**config.mk**
```make
export PLATFORM = sky130hd
export DESIGN_NAME = conv_window_sequencer
export DESIGN_NICKNAME = d
export VERILOG_FILES = /design/src/rtl/conv_window_sequencer.sv
export SDC_FILE = /design/constraint.sdc
export NUM_CORES = 2
export LEC_CHECK = 0
export ABC_CLOCK_PERIOD_IN_PS = 28500
export CORE_AREA = 2 2 377 379
export DETAILED_ROUTE_END_ITERATION = 10
export DIE_AREA = 0 0 379 381
export HOLD_SLACK_MARGIN = 0.08
export PLACE_DENSITY_LB_ADDON = 0.15
export SETUP_SLACK_MARGIN = 0.05
export SYNTH_ARGS = -nofsm -noshare
export SYNTH_HDL_FRONTEND = slang
export SYNTH_SLANG_ARGS = --single-unit
```
**constraint.sdc**
```tcl
create_clock -name clk -period 28.5 [get_ports clk]
set_input_delay 4.275 -clock clk [delete_from_list [all_inputs] [get_ports clk]]
set_output_delay 4.275 -clock clk [all_outputs]
set_load 0.05 [all_outputs]
```
**src/rtl/conv_window_sequencer.sv**
```systemverilog
// Convolution window sequencer: buffers one kernel and one patch from serial
// valid/ready streams, drives an external SIZE-lane Hadamard product unit,
// captures its products and reduces them with a sequential accumulator.
// The result leaves on a valid/ready stream. All arithmetic is unsigned and
// wraps modulo 2^WIDTH.
module conv_window_sequencer #(
  parameter int WIDTH = 32,
  parameter int SIZE  = 9
) (
  input  logic                  clk,
  input  logic                  rst,
  input  logic                  k_valid,
  input  logic [WIDTH-1:0]      k_data,
  output logic                  k_ready,
  input  logic                  p_valid,
  input  logic [WIDTH-1:0]      p_data,
  output logic                  p_ready,
  output logic [SIZE*WIDTH-1:0] hp_kernel,
  output logic [SIZE*WIDTH-1:0] hp_patch,
  input  logic [SIZE*WIDTH-1:0] hp_res,
  output logic                  o_valid,
  output logic [WIDTH-1:0]      o_data,
  input  logic                  o_ready,
  output logic                  kernel_loaded,
  output logic                  busy
);

  localparam int CW = $clog2(SIZE + 1);
  localparam logic [CW-1:0] LAST = CW'(SIZE - 1);
  // Counter value after the first kernel word; with a single lane the load
  // is already complete and the counter goes back to zero.
  localparam logic [CW-1:0] K_FIRST_NEXT = (SIZE == 1) ? '0 : CW'(1);

  typedef enum logic [2:0] {
    IDLE,
    LOAD_K,
    LOAD_P,
    MUL,
    SUM,
    OUT
  } state_t;

  state_t state, state_nx;

  logic [CW-1:0]    cnt;
  logic [WIDTH-1:0] kbuf [SIZE];
  logic [WIDTH-1:0] pbuf [SIZE];
  logic [WIDTH-1:0] prod [SIZE];
  logic [WIDTH-1:0] acc;
  logic [WIDTH-1:0] acc_nx;
  logic             k_acc;
  logic             p_acc;

  // Unsigned modulo-2^WIDTH addition used by the reduction.
  function automatic logic [WIDTH-1:0] add_wrap(input logic [WIDTH-1:0] a,
                                                input logic [WIDTH-1:0] b);
    return a + b;
  endfunction

  assign k_acc  = k_valid && k_ready;
  assign p_acc  = p_valid && p_ready;
  assign acc_nx = add_wrap(acc, prod[cnt]);

  // Buffers drive the Hadamard unit directly, one WIDTH slice per lane.
  for (genvar g = 0; g < SIZE; g++) begin : g_lane
    assign hp_kernel[g*WIDTH +: WIDTH] = kbuf[g];
    assign hp_patch[g*WIDTH +: WIDTH]  = pbuf[g];
  end

  // State register.
  always_ff @(posedge clk or posedge rst) begin
    if (rst) state <= IDLE;
    else     state <= state_nx;
  end

  // Next state, stream ready signals and busy; a kernel word pre-empts a
  // patch word while no patch is in progress.
  always_comb begin
    state_nx = state;
    k_ready  = 1'b0;
    p_ready  = 1'b0;
    busy     = 1'b1;
    case (state)
      IDLE: begin
        k_ready = 1'b1;
        busy    = 1'b0;
        if (k_valid) state_nx = (SIZE == 1) ? LOAD_P : LOAD_K;
      end
      LOAD_K: begin
        k_ready = 1'b1;
        if (k_valid && cnt == LAST) state_nx = LOAD_P;
      end
      LOAD_P: begin
        if (cnt == '0) begin
          k_ready = 1'b1;
          p_ready = !k_valid;
          busy    = 1'b0;
          if (k_valid)                state_nx = (SIZE == 1) ? LOAD_P : LOAD_K;
          else if (p_valid && cnt == LAST) state_nx = MUL;
        end else begin
          p_ready = 1'b1;
          if (p_valid && cnt == LAST) state_nx = MUL;
        end
      end
      MUL: state_nx = SUM;
      SUM: if (cnt == LAST) state_nx = OUT;
      OUT: if (o_ready) state_nx = LOAD_P;
      default: state_nx = IDLE;
    endcase
  end

  // Word counter, buffers, product capture, accumulator and result register.
  always_ff @(posedge clk or posedge rst) begin
    if (rst) begin
      cnt           <= '0;
      kernel_loaded <= 1'b0;
      o_valid       <= 1'b0;
      o_data        <= '0;
      acc           <= '0;
      for (int i = 0; i < SIZE; i++) begin
        kbuf[i] <= '0;
        pbuf[i] <= '0;
        prod[i] <= '0;
      end
    end else begin
      case (state)
        // load stage: serial words into lane buffers
        IDLE, LOAD_P: begin
          if (k_acc) begin
            kbuf[0]       <= k_data;
            cnt           <= K_FIRST_NEXT;
            kernel_loaded <= (SIZE == 1);
          end else if (p_acc) begin
            pbuf[cnt] <= p_data;
            cnt       <= (cnt == LAST) ? '0 : cnt + CW'(1);
          end
        end
        LOAD_K: begin
          if (k_acc) begin
            kbuf[cnt] <= k_data;
            if (cnt == LAST) begin
              cnt           <= '0;
              kernel_loaded <= 1'b1;
            end else begin
              cnt <= cnt + CW'(1);
            end
          end
        end
        // product capture stage
        MUL: begin
          for (int i = 0; i < SIZE; i++) prod[i] <= hp_res[i*WIDTH +: WIDTH];
          acc <= '0;
          cnt <= '0;
        end
        // reduction stage: one lane per cycle
        SUM: begin
          acc <= acc_nx;
          cnt <= cnt + CW'(1);
          if (cnt == LAST) begin
            o_data  <= acc_nx;
            o_valid <= 1'b1;
          end
        end
        // output stage: hold until consumed
        OUT: begin
          if (o_ready) begin
            o_valid <= 1'b0;
            cnt     <= '0;
          end
        end
        default: ;
      endcase
    end
  end

endmodule

```
# Word-level counts from Yosys, hierarchy flattened
# Index checks and enable logic that the tools add are counted.
classes:
  bitwise: 2
  eq_ne: 14
  muxes: 37
  n_reduce_logical: 22
  addsub: 2
  order_cmp: 2
ops:
  columns: ["operator", "n"]
  rows:
  - ["288-bit bitwise mux", 2]
  - ["288-bit 2-to-1 mux", 1]
  - ["32-bit binary-select mux with 4-bit select", 1]
  - ["32-bit demux with 4-bit select", 1]
  - ["32-bit 2-to-1 mux", 4]
  - ["32-bit case mux with 2 select lines", 2]
  - ["32-bit adder", 1]
  - ["3-bit 2-to-1 mux", 7]
  - ["4-bit 2-to-1 mux", 5]
  - ["4-bit case mux with 5 select lines", 1]
  - ["3-bit case mux with 6 select lines", 1]
  - ["2-bit != test, second input constant", 7]
  - ["4-bit AND reduction", 3]
  - ["3-bit AND reduction", 3]
  - ["1-bit 2-to-1 mux", 8]
  - ["1-bit case mux with 2 select lines", 4]
  - ["3-bit by 2-bit equality test with 1-bit output, second input constant", 2]
  - ["3-bit equality test, second input constant", 2]
  - ["2-bit nonzero test", 3]
  - ["5-bit greater-or-equal comparator, second input constant", 1]
  - ["1-bit logical AND", 5]
  - ["5-bit by 1-bit < comparator with 1-bit output, second input constant", 1]
  - ["4-bit NOT with 5-bit output", 1]
  - ["5-bit nonzero test", 1]
  - ["other kinds (10)", 12]
word_totals:
  in_bits: 357
  ff_bits: 937
  output_inout_bits: 613

# Longest topological paths before layout
depth:
  depth_word: 8
  depth_mapped: 19
  ltp_nobuf: 16

# Worst setup path before layout
# Ideal clock, no wire load.
synth_timing:
  path_type: "input -> output"
  start: "input port k_valid"
  end: "output port p_ready"
  arrival_ns: 5.030
  setup_slack_ns: 19.195
  cell_stages: 3
  path_cell_list: "clkbuf_1 nand3_1 and3_1"
synth_via:
  elab_chain_cells: 3
synth_rtl:
  columns: ["element", "line_no", "source"]
  rows:
  - ["start, declared", "12", "input logic k_valid,"]
  - ["1-bit zero test", "96", "p_ready = !k_valid;"]
  - ["1-bit 2-to-1 mux", "94", "if (cnt == '0) begin"]
  - ["1-bit 2-to-1 mux", "83", "case (state)"]
  - ["end, declared", "17", "output logic p_ready,"]
# No other way between the ends.

# Worst setup path after layout
# Same ends and word-level chain as after synthesis.

==> results.toml <==
[routing]
postRouteAntennaNets = 0
via_per_inst = 4.62
first_iter_violations = 1736
wire_per_inst_um = 26.0
wl_mm = 164
drc = 0
vias = 29100
drtPass1Iterations = 5

[worst_setup_path]
cp_max_fo = 11
setup.worst_path.start = "k_valid"
critical_path_arrival_ps = 6390
slowest_delay_ps = 880
cp_num_buf_inv = 2
required_ps = 24230
r2r-end = "o_data[27]$_DFFE_PP0P_"
reg2reg_slack_ps = 23110
critPathTopFamily = "buffers and inverters"
cpMostUsedCell = "clkdlybuf4s50_1"
timing.rr.start = "cnt[2]$_DFFE_PP0P_"
cp_cell_sequence = "clkdlybuf4s50_1, nand3_1, and3_1, clkdlybuf4s50_1"
cpMaxStageDelayCell = "clkdlybuf4s50_1"
r2r_cells = 13
critPathKind = "in -> out"
startpoint_type = "primary input"
endpoint_kind = "output port"

[worst_hold_path]
hold_class = "reg -> reg"
whs_endpoint = "hp_kernel[13]$_DFFE_PP0P_"
min_from = "hp_kernel[13]$_DFFE_PP0P_"
hold_depth = 2

[clock_network]
postCtsSetupBuffers = 0
ctsResizeCount = 0
cts_max_path_buffers = 3
cts-root-buf = "clkbuf_16"
clock-sinks = 937
cts_tree = "built"
ctsHoldBuffers = 0
cts_buffers = 109
clkTransAtPathRegs_ps = 60
worstSkewPairLatency_ps = 750
cts.htree.levels = 3

[logic_synthesis]
yosys_warnings = 0
synthArstFlopShare = 1.00
synth_edf_count = 0
ys_ff_latch = 937
syn_area_mm2 = 0.0392
synth_top_area_cell = "dfrtp_1"
synth_cell_types = 73
synth_seq_area_share = 0.598
synth_area_leaders = "dfrtp_1 (60%), mux2_2 (15%), nand2_1 (10%), mux4_2 (1.8%), mux2i_1 (1.7%)"
syn_area_per_cell_um2 = 11.6
synthesis.nets = 3762
synth_cells = 3369
yosysTopAreaCellShare = 0.598
synthFlopType = "dfrtp_1"

[global_routing]
grt_overflow = 0
antenna_found_initial = 57
grt_max_degree = 203
gr-usage-all-layers = 0.222
grt_pass1_vias = 29100
grt_pass1_wl_mm = 229

[timing]
period_needed_ps = 10660
hold_viol = 0
tns_ps = 0
tightestPinTransition_ps = 1400
rsz0062_at_grt = "false"
maxSlewHeadroom = 0.0665
max_freq_mhz = 93.8
fin_crit_sh = 0.374
setup_violations = 0
fin_skew_ps = 68.6
finalMaxSlewViolations = 0

[die]
ios = 970
initial_utilization = 0.279
rows = 138
die_w_um = 379
coreArea_mm2 = 0.141
dieArea_mm2 = 0.144
die_y_um = 381

[placed_design]
place_inst = 6084
gp_congestion = 0.850
io_buffers = 969
dp_hpwl_mm = 122

[final_layout]
nFillCells = 13800
syn_to_final_growth_pct = 39.2
stdcell_count = 6306
drive_above_1_share = 0.189
fin_nets = 4698

[power_and_ir_drop]
leakage_nw = 25.6
power_mw = 7.27
ir_worst_vdd_mv = 0.0613
powerDensity_mw_per_mm2 = 133

[flow_run]
maxCapViolations = 0

[outcome]
status = "finished clean"
## worst reg2reg max path, delay by kind of cell (launching register included)
family                     cells  cell delay, ps
buffers and inverters          2            1120
muxes                          2             860
AOI/OAI and AO/OA              6            1860
and+or+nand+nor                1             140
adders and majority gates      1             410
DFF                            1             710
xor gates and xnor gates       1             130
## worst max-delay path by stage
| stage | to | slack, ps | depth (start not counted) |
|---|---|---|---|
| after global placement | hp_patch[24]$_DFFE_PP0P_ | 17600 | 8 |
| after global routing | hp_patch[152]$_DFFE_PP0P_ | 17730 | 8 |
| after detailed placement | hp_patch[180]$_DFFE_PP0P_ | 17650 | 8 |
| after CTS | p_ready | 17790 | 4 |
| final | p_ready | 17840 | 4 |
| after floorplan | acc[0]$_DFFE_PP0P_ | 11330 | 1 |
## state kept, by name, indices dropped and copies added (netlist names)
signal and cells:
hp_kernel 288, hp_patch 288, prod 288, acc 32, o_data 32, cnt 4, state 3, kernel_loaded 1
o_valid 1
## power by group
group,internal [mW],total [mW],switching [mW],leakage (nW)
Combinational,1.25,3.71,2.46,11.6
Clock,0.807,1.40,0.596,1.76
Sequential,1.86,2.16,0.301,12.2
Total,3.91,7.27,3.36,25.6
## cell usage after synthesis, drive strengths merged, types with 6 or more instances
cell	number
clkbuf	109
ha	35
o21ai	36
nor2	95
xnor2	15
inv	13
nand4	13
nand2	1057
o22ai	31
nand3	44
nor3	8
dfrtp	937
mux2i	65
and2	6
a22o	20
o21bai	6
mux2	550
xor2	11
nor2b	10
nand2b	6
buf	86
a21o	14
mux4	32
a21oi	100
## through the flow
stage | hold WS, ps | setup slack (ps) | instance area (um2) | utilization
2_1_floorplan | 438 | 11330 | 39200 | -
3_3_place_gp | 452 | 17600 | 50900 | 0.362
3_5_place_dp | 454 | 17650 | 50900 | 0.362
4_1_cts | 468 | 17790 | 54500 | 0.388
5_1_grt | 487 | 17730 | 54500 | 0.388
6_report | 465 | 17840 | 54600 | 0.388
## cell families (layout without fill, tap and decap cells)
logic type	count (synthesis)	after routing	synth area share
AO/OA/AOI/OAI	257	257	0.0431
XOR/XNOR	26	26	0.00581
adder cells (fa/ha/maj)	37	37	0.0119
buffers and inverters	209	1228	0.0220
flip-flops	937	937	0.598
multiplexers	647	647	0.193
other	0	28	0
AND/OR/NAND/NOR	1256	1256	0.126
## cell type report
class | count | area (um2) | area share
Multi-Input combinational cell | 2223 | 15000 | 0.274
Inverter | 14 | 56.3 | 0.00103
Sequential cell | 937 | 23500 | 0.430
Tap cell | 1890 | 2360 | 0.0433
Antenna cell | 28 | 70.1 | 0.00128
Clock inverter | 36 | 388 | 0.00711
Timing Repair Buffer | 1020 | 10100 | 0.185
Clock buffer | 158 | 3170 | 0.0581
## layout by cell type (no fill, tap or decap), types with 4 or more instances in the layout
master           instances
nor2b_1                  8
nand4_1                 13
nand2_1               1043
o22ai_1                 31
a21o_1                  14
clkbuf_1                24
mux2i_1                 65
a211o_1                  4
mux4_2                  32
mux2_1                  18
dfrtp_1                934
buf_4                   50
ha_1                    35
xor2_1                  11
clkdlybuf4s50_1        969
nand2_2                 14
o21ai_0                 33
a211oi_1                 4
clkinv_2                23
o21a_1                   4
nor3_1                   7
a22o_1                  20
inv_1                   12
clkbuf_8                24
and2_1                   6
diode_2                 28
o21bai_1                 6
nor2_1                  90
xnor2_1                 15
bufinv_16                4
nor2_2                   4
clkbuf_16              110
nand3_1                 43
nand2b_1                 5
a21oi_1                 99
o211ai_1                 4
mux2_2                 532
## per-layer routing
layer	wire, um	share of wire	track usage
met2	82000	0.50	0.380
met4	4490	0.027	0.0721
met5	279	0.0017	0
met3	11900	0.073	0.0622
met1	65200	0.40	0.267
Power figures use the tool's default switching activity.
